==> src/rtl/program_loader.sv <==
// program_loader: receives a framed byte stream (0xA5, count, 3-byte words,
// XOR checksum), writes the assembled 18-bit words into the CPU program RAM
// and releases the CPU through PC_EN once the frame checksum is verified.
module program_loader #(
  parameter int WORDS  = 9,
  parameter int ADDR_W = 4,
  parameter int DATA_W = 18
) (
  input  logic              clk,
  input  logic              rst_n,
  input  logic              in_valid,
  input  logic [7:0]        in_byte,
  output logic              in_ready,
  input  logic              clear,
  output logic [ADDR_W-1:0] RAM_WA,
  output logic [DATA_W-1:0] RAM_WD,
  output logic              RAM_EN,
  output logic              PC_EN,
  output logic              busy,
  output logic              done,
  output logic              err
);

  typedef enum logic [2:0] {
    IDLE, COUNT, B0, B1, B2, CHK, RUN, ERR
  } state_t;

  localparam logic [7:0] HEADER = 8'hA5;

  state_t            state;
  logic [ADDR_W-1:0] word_count;
  logic [ADDR_W-1:0] addr_cnt;
  logic [7:0]        csum;
  logic [1:0]        hi_bits;
  logic [7:0]        mid_byte;
  logic              accept;

  // Bytes are refused while parked in RUN/ERR and in any cycle clear is high,
  // so a byte offered alongside clear is never consumed.
  assign in_ready = !clear && (state != RUN) && (state != ERR);
  assign accept   = in_valid && in_ready;

  // Frame parser FSM with registered RAM load port and status outputs.
  always_ff @(posedge clk or negedge rst_n) begin
    if (!rst_n) begin
      state      <= IDLE;
      word_count <= '0;
      addr_cnt   <= '0;
      csum       <= '0;
      hi_bits    <= '0;
      mid_byte   <= '0;
      RAM_WA     <= '0;
      RAM_WD     <= '0;
      RAM_EN     <= 1'b0;
      PC_EN      <= 1'b0;
      busy       <= 1'b0;
      done       <= 1'b0;
      err        <= 1'b0;
    end else begin
      RAM_EN <= 1'b0;
      if (clear) begin
        state <= IDLE;
        PC_EN <= 1'b0;
        busy  <= 1'b0;
        done  <= 1'b0;
        err   <= 1'b0;
      end else if (accept) begin
        case (state)
          IDLE: begin
            if (in_byte == HEADER) begin
              state <= COUNT;
              busy  <= 1'b1;
            end
          end
          COUNT: begin
            if (in_byte == 8'd0 || int'(in_byte) > WORDS) begin
              state <= ERR;
              busy  <= 1'b0;
              err   <= 1'b1;
            end else begin
              word_count <= in_byte[ADDR_W-1:0];
              addr_cnt   <= '0;
              csum       <= '0;
              state      <= B0;
            end
          end
          B0: begin
            if (in_byte[7:2] != 6'd0) begin
              state <= ERR;
              busy  <= 1'b0;
              err   <= 1'b1;
            end else begin
              hi_bits <= in_byte[1:0];
              csum    <= csum ^ in_byte;
              state   <= B1;
            end
          end
          B1: begin
            mid_byte <= in_byte;
            csum     <= csum ^ in_byte;
            state    <= B2;
          end
          B2: begin
            RAM_WA   <= addr_cnt;
            RAM_WD   <= {hi_bits, mid_byte, in_byte};
            RAM_EN   <= 1'b1;
            csum     <= csum ^ in_byte;
            addr_cnt <= addr_cnt + ADDR_W'(1);
            if (addr_cnt == word_count - ADDR_W'(1)) state <= CHK;
            else                                     state <= B0;
          end
          CHK: begin
            busy <= 1'b0;
            if (in_byte == csum) begin
              state <= RUN;
              PC_EN <= 1'b1;
              done  <= 1'b1;
            end else begin
              state <= ERR;
              err   <= 1'b1;
            end
          end
          default: begin
            state <= state;
          end
        endcase
      end
    end
  end

endmodule

==> config.mk <==
export PLATFORM = sky130hd
export DESIGN_NAME = program_loader
export DESIGN_NICKNAME = d
export VERILOG_FILES = /design/src/rtl/program_loader.sv
export SDC_FILE = /design/constraint.sdc
export NUM_CORES = 1
export LEC_CHECK = 0
export CORE_MARGIN = 1.5
export CORE_UTILIZATION = 34
export CTS_BUF_LIST = sky130_fd_sc_hd__clkbuf_4 sky130_fd_sc_hd__clkbuf_8
export DETAILED_ROUTE_END_ITERATION = 6
export PLACE_DENSITY = 0.6
export SLEW_MARGIN = 10
export SYNTH_ARGS = -nofsm -noshare
export SYNTH_HDL_FRONTEND = slang
export SYNTH_SLANG_ARGS = --single-unit
==> constraint.sdc <==
create_clock -name clk -period 4 [get_ports clk]
set_input_delay 0.6 -clock clk [delete_from_list [all_inputs] [get_ports clk]]
set_output_delay 0.6 -clock clk [all_outputs]
set_load 0.02 [all_outputs]
# Word-level counts from Yosys, hierarchy flattened
# Cells that the tools add are included.
word_totals:
  output_inout_bits: 28
  ff_bits: 55
  inputBits: 12
  elab_cells: 94
op_classes:
  n_bitwise: 4
  n_lt_le_gt_ge: 1
  mux: 32
  n_eq_ne: 16
  n_reduce_logical: 27
  n_addsub: 2
op_table:
  columns: ["operator", "n"]
  rows:
  - ["$pmux 8 s3", 1]
  - ["$mux 1", 18]
  - ["$mux 3", 6]
  - ["$ne 3x3->1 const B", 6]
  - ["$pmux 3 s6", 1]
  - ["$mux 8", 2]
  - ["$reduce_and 5->1", 3]
  - ["$reduce_and 3->1", 4]
  - ["$reduce_and 4->1", 3]
  - ["$eq 8x8->1", 1]
  - ["$eq 8x8->1 const B", 1]
  - ["$gt 8x4->1 const B", 1]
  - ["$logic_not 8->1", 1]
  - ["$pmux 4 s2", 1]
  - ["$reduce_bool 2->1", 4]
  - ["$xor 8x8->8", 1]
  - ["$reduce_bool 7->1", 1]
  - ["$eq 3x2->1 const B", 2]
  - ["$eq 3x3->1 const B", 2]
  - ["$reduce_bool 6->1", 1]
  - ["$reduce_bool 5->1", 1]
  - ["$add 4x1->4 const B", 1]
  - ["$eq 4x4->1", 1]
  - ["$mux 4", 1]
  - ["other kinds (13)", 18]

# Depth between registers and ports, before layout
# Gate-level depths: netlist (run 1).
depth:
  ltp_word: 6
  ltp_mapped: 7

# Worst setup path before layout (run 1)
# OpenSTA, ideal clock, no wires.
synth_path:
  path_kind: "input to register"
  startpoint: "input in_byte[1]"
  endpoint: "register csum[0]"
  setup_time_ps: 138
  arrival_time_ps: 2052
  stages: 7
  slack_ps: 1811
  path_cell_list: "buf_2 > or4_1 > a311oi_2 > nand4b_4 > or2_1 > buf_6 > o31ai_4"
synth_via:
  elab_chain_len: 4
  elab_cells_between_ends: 5
synth_rtl:
  columns: ["element", "line_no", "text"]
  rows:
  - ["from (decl)", "12", "input logic [7:0] in_byte,"]
  - ["$gt 8x4->1 / $logic_not 8->1 (equally long branches)", "76", "if (in_byte == 8'd0 || int'(in_byte) > WORDS) begin"]
  - ["$logic_or 1x1->1 *", "76", null]
  - ["$ne 2x2->1 (no line) *", null, null]
  - ["$reduce_and 5->1 (no line) *", null, null]
  - ["to (signal assigned)", "94", "csum <= csum ^ in_byte;"]
  - ["to (signal assigned)", "100", "csum <= csum ^ in_byte;"]
  - ["to (signal assigned)", "107", "csum <= csum ^ in_byte;"]
  - ["to (decl)", "33", "logic [7:0] csum;"]
# Mark *: on every way between the ends. The rest lies on a longest branch, timed or not.
# A chain may end at the register's enable or synchronous reset.

# Worst setup path in the final report (run 1)
layout_path:
  startpoint: "input in_byte[1]"
  endpoint: "register csum[4]"
# The elaborated chain is that of the path after synthesis.

==> results of run 1 <==
## worst paths after layout
check | startpoint | end | slack, ns | cells past startpoint
max reg2reg | state[2] | RAM_WD[2] | 1.83 | 7
max | in_byte[1] | csum[4] | 1.38 | 6
min in group clk | mid_byte[7] | RAM_WD[15] | 0.48 | 2
min reg2reg | mid_byte[7] | RAM_WD[15] | 0.48 | 2
min | rst_n | word_count[0] | 0.19 | 1
max in group asynchronous | rst_n | RAM_WD[12] | 2.98 | 2
## cells by family after synthesis
logic type               count (synthesis)  synth area share [%]
flip-flops                              55                  50.9
AO/OA/AOI/OAI                           40                  10.3
buffers and inverters                   26                  4.44
XOR/XNOR                                14                  4.54
adder cells (fa/ha/maj)                  2                 0.926
AND/OR/NAND/NOR                        131                  23.1
multiplexers                            14                  5.79
## through the flow
| stage | utilization (%) | power, mW | setup slack, ns | hold WS, ns |
|---|---|---|---|---|
| CTS | 42.0 | 0.969 | 1.39 | 0.202 |
| finish | 42.0 | 0.961 | 1.38 | 0.190 |
| floorplan | - | 0.611 | 1.81 | 0.304 |
| detailed placement | 40.8 | 0.650 | 1.04 | 0.460 |
| global placement | 40.8 | 0.649 | 1.12 | 0.457 |
| global route | 42.0 | 0.997 | 1.22 | 0.206 |
## layout make-up
type	instances	share of cell area [%]
well taps	102	3.93
clock inverters	2	0.540
inverters	9	1.04
multi-input cells	201	37.2
repair buffers	42	12.6
flip-flops and latches	55	42.4
clock buffers	6	2.35
## registers in the layout, indices dropped and copies added (netlist names), 2 cells and up
name,cells
mid_byte,8
csum,8
state,3
RAM_WD,18
addr_cnt,4
RAM_WA,4
word_count,4
hi_bits,2
## routing by layer
| metal | vias up | global-route usage (%) |
|---|---|---|
| met5 | - | 0 |
| met4 | 0 | 3.46 |
| met3 | 6 | 3.40 |
| met2 | 35 | 23.1 |
| met1 | 999 | 21.6 |
| li1 | 1002 | - |
## synthesized netlist by cell type (2+ instances only)
cell type,instances,area share [%]
dfrtp_1,55,51
xor2_1,5,1.6
o21ai_1,7,1.3
and3_1,2,0.46
nor2_1,15,2.1
nand2b_1,10,2.3
clkbuf_1,10,1.4
xnor2_1,9,2.9
a21oi_1,7,1.3
nand3_1,8,1.5
o21ai_0,14,2.6
nor3b_1,2,0.56
buf_6,2,0.83
nand2_1,71,9.9
nor2b_1,3,0.69
ha_1,2,0.93
mux2_2,13,5.4
or4_1,2,0.56
nor3_1,5,0.93
buf_2,3,0.56
nand4_1,4,0.93
inv_1,9,1.2
## where the power goes
group / leakage, nW / internal (mW) / total (mW) / switching [mW]
Clock: 0.0488 / 0.133 / 0.324 / 0.191
Combinational: 0.763 / 0.0275 / 0.0705 / 0.0430
Sequential: 0.767 / 0.562 / 0.567 / 0.00498
Total: 1.58 / 0.723 / 0.961 / 0.239
==> summary.txt, run 1 <==
CP Launch Type - input pin
Antenna fix cells - 0
Placed cells - 409
CP delay by family, top - simple AND/OR/NAND/NOR gates
CTS H-tree depth - 2
IO Port Bufs - 39
Asr flop ratio synth - 100%
Dominant synthesized flop cell - dfrtp_1
CTS Buffer Depth - 2
Clk pin slew, worst setup/hold paths - 0.10 ns
Post-route insts no fill - 417
Die area - 8490 µm²
Clock sink count - 55
Minimum clock period - 2.62 ns
Worst IR Drop VDD - 0.000143 V
Layout cells sized above 1 - 10.5%
Final Hold Viols - 0
WL per Instance - 14.2 µm
Multi-input logic area - 1210 µm²
Register area - 1380 µm²
Final #Nets - 328
Fin area - 3250 µm²
Syn. warnings - 0
GRT Util Overall - 15.1%
P per Cell Area - 296 nW/µm²
Antenna Nets Post-Route - 0
Layout Area Growth over Synthesis - 20.1%
RePlAce Congestion - 0.900
Clock root buffer - clkbuf_8
CP max stage cell - or4_1
Max-slew violations - 0
Critical-path maximum fanout - 10
IO Pins - 40
DRT met1 WL - 2970 µm
Post-Route WL - 5930 µm
Metal3 WL - 217 µm
Core ar. - 7730 µm²
Hold_buf cts - 0
Worst skew pair latency - 0.31 ns
Vias in the first global route - 2,080
Worst path buffer plus inverter count - 1
Peak Freq - 0.382 GHz
Hold Path Class - input pin to async pin
Status - complete, no violations
Most frequent cells in the layout - nand2_1 (71), dfrtp_1 (55), clkdlybuf4s50_1 (38)
Post-cts repair resize count - 0
EDFF count, synth - 0
Row cnt - 32
Setup-failing EPs final - 0
Initial Util - 35.0%
Sequential area share after synthesis - 50.9%
Antenna violations before repair - 0
First-pass GRT wire length - 10,200 µm
Crit. End Element - flip-flop
Syn Area/Cell - 9.58 µm²
CTS tree - yes
WL met2 - 2690 µm
Max-cap viol count - 0
Largest stage delay on the critical path - 0.63 ns
Final period util - 65.5%
Syn Nets - 296
Seq cells post-synth - 55
Fillers - 782
Initial DRC count - 115
Overflow after GRT - 0
Max_slew headroom - 55.3%
CTS buffer count - 5
Leading cell type in the layout, fill and taps excluded - nand2_1
Cell Chain, Critical Path - clkdlybuf4s50_1 -> or4_1 -> a311oi_2 -> nand4b_4 -> or2_1 -> o21ai_1
Worst EP required - 4.19 ns
Cell Area, Synth - 2700 µm²
Detailed Routing Iterations Pass 1 - 4
Chip width - 92.2 µm
Vias per inst - 4.90
Postcts setup bufs - 0
Vias - 2,042
Placed inst area - 3150 µm²
Worst setup path category - input pin to flip-flop
HPWL Detailed - 4110 µm
Worst path arrival time - 2.81 ns
Static leakage - 1.58 nW
Synth Instances - 282
Top sig layer - met4
Residual DRC - 0
Pin count of the biggest net entering global routing - 40
Die Y - 92.2 µm
Slew @ Worst Pin - 0.668 ns
Clk_skew - 0.00412 ns
RSZ-0062 raised after global routing - false
Setup TNS - 0 ns
Synth unique cells - 46
Power figures use the tool's default switching activity.
==> run 2, diff against run 1 <==
clock period = 2.5 ns   (was 4 ns; I/O delays follow)
==> summary.txt, run 2 (synthesis gave the netlist of run 1 again) <==
Placed inst area - 3250 µm² (+3.3%)
Antenna violations before repair - 0 (unchanged)
P per Cell Area - 470 nW/µm² (+59%)
Clock root buffer - clkbuf_8
Leading cell type in the layout, fill and taps excluded - nand2_1
Detailed Routing Iterations Pass 1 - 4 (unchanged)
Initial DRC count - 99 (-14%)
Antenna Nets Post-Route - 0 (unchanged)
Clock sink count - 55 (unchanged)
RePlAce Congestion - 0.812 (-9.8%)
Worst setup startpoint - in_byte[2]
CP Launch Type - input pin
Crit. End Element - flip-flop
Vias per inst - 4.91 (+0.20%)
CTS Buffer Depth - 2 (unchanged)
Setup-failing EPs final - 0 (unchanged)
Fin area - 3350 µm² (+3.2%)
IO Pins - 40 (unchanged)
Setup TNS - 0 ns (unchanged)
Layout Area Growth over Synthesis - 24.0%
Critical-path maximum fanout - 8 (-2)
Final period util - 89.2%
Worst skew pair latency - 0.32 ns (about the same)
Hold slack - 0.161 ns (-0.0281 ns)
CP delay by family, top - simple AND/OR/NAND/NOR gates
Antenna fix cells - 0 (unchanged)
Max-cap viol count - 0 (unchanged)
Post-cts repair resize count - 0 (unchanged)
CTS buffer count - 5 (unchanged)
Initial Util - 35.0% (unchanged)
Max_slew headroom - 53.5% (-1.8 points)
Worst reg-to-reg setup slack - 0.38 ns (-1.45 ns)
Reg2reg start - state[2]
Worst setup path category - input pin to flip-flop
Worst IR Drop VDD - 0.000233 V (+63%)
Postcts setup bufs - 0 (unchanged)
Hold Path Class - input pin to async pin
Biggest regs - RAM_WD (18), csum (8), mid_byte (8)
CTS tree - yes
Final Util - 43.4% (+1.4 points)
Cell Chain, Critical Path - clkdlybuf4s50_1 -> buf_4 -> or4_1 -> a311oi_2 -> nand4b_4 -> or2_1 -> o21ai_1
RSZ-0062 raised after global routing - false
Fillers - 774 (-1.0%)
Clk_skew - 0.00242 ns (-0.00171 ns)
RR Endpoint - csum[5]
Status - complete, no violations
WL per Instance - 14.1 µm (-0.83%)
Largest stage delay on the critical path - 0.54 ns (-0.09 ns)
GRT Util Overall - 15.4% (+0.29 points)
Worst EP required - 2.70 ns (-1.49 ns)
Slew @ Worst Pin - 0.698 ns (+0.0298 ns)
Clk pin slew, worst setup/hold paths - 0.11 ns (about the same)
Vias - 2,105 (+3.1%)
Static leakage - 1.64 nW (+3.7%)
Chip width - 92.2 µm (unchanged)
Overflow after GRT - 0 (unchanged)
HPWL Detailed - 4290 µm (+4.3%)
Vias in the first global route - 2,084 (+0.19%)
Hold_buf cts - 0 (unchanged)
Layout cells sized above 1 - 13.8% (+3.3 points)
Row cnt - 32 (unchanged)
CTS H-tree depth - 2 (unchanged)
First-pass GRT wire length - 10,300 µm (+0.88%)
CP endpoint - csum[5]
Die Y - 92.2 µm (unchanged)
Worst path arrival time - 2.43 ns (-0.38 ns)
Total Power - 1.58 mW (+64%)
Die area - 8490 µm² (unchanged)
Max FFs per register - 18 (unchanged)
Reg with most FFs - RAM_WD
CP Depth - 7 (+1)
Post-Route WL - 6050 µm (+2.0%)
Final #Nets - 340 (+3.7%)
Most frequent cells in the layout - nand2_1 (71), dfrtp_1 (55), clkdlybuf4s50_1 (38)
Minimum clock period - 2.23 ns
Worst path buffer plus inverter count - 2 (+1)
Core ar. - 7730 µm² (unchanged)
R2R depth - 5 (-2)
Max-slew violations - 0 (unchanged)
Peak Freq - 0.448 GHz
Final Hold Viols - 0 (unchanged)
Residual DRC - 0 (unchanged)
Pin count of the biggest net entering global routing - 56 (+40%)
IO Port Bufs - 39 (unchanged)
CP max stage cell - or4_1
==> run 2: cell types whose count changed in the layout (fill, tap and decap cells not counted) <==
cell,before,now
buf_4,3,14
clkinv_4,2,0
buf_12,0,1
clkbuf_4,1,0
clkinvlp_4,0,1
inv_6,0,1
inv_8,0,1
==> run 2: worst min-delay path by stage <==
stage                            from         end  cells after the start
after global routing            rst_n    state[2]                      2
final                           rst_n     csum[2]                      2
after global placement    mid_byte[6]  RAM_WD[14]                      2
after floorplan                 rst_n      RAM_EN                      0
after detailed placement  mid_byte[1]   RAM_WD[9]                      2
after CTS                       rst_n        busy                      2
==> run 2: per-layer routing <==
metal | share of wire [%] | vias up | global-route usage (%)
met1 | 49 | 1022 | 21.2
met2 | 46 | 42 | 24.6
met3 | 3.6 | 7 | 3.15
met4 | 0.76 | 0 | 3.97
li1 | - | 1034 | -
met5 | 0 | - | 0
==> run 2: cell type report <==
cell class | instances | area [µm²] | share of cell area, %
inverter | 9 | 33.8 | 1.01
sequential | 55 | 1380 | 41.1
clock buffer | 5 | 68.8 | 2.05
clock inverter | 3 | 27.5 | 0.822
tap | 102 | 128 | 3.81
multi-input combinational | 201 | 1210 | 36.0
timing repair buffer | 54 | 510 | 15.2
==> run 2: where the power goes <==
group	total (mW)	internal, mW	switching [mW]	leakage (nW)
logic	0.127	0.0553	0.0715	0.823
clock network	0.542	0.209	0.334	0.0467
registers	0.907	0.899	0.00789	0.767
total	1.58	1.16	0.413	1.64
==> run 2: per-stage QoR <==
| stage | setup slack, ns | std cells |
|---|---|---|
| after floorplan | 0.536 | 282 |
| after global placement | -0.00258 | 421 |
| after detailed placement | -0.0672 | 421 |
| after CTS | 0.286 | 429 |
| after global routing | 0.193 | 429 |
| final | 0.270 | 429 |
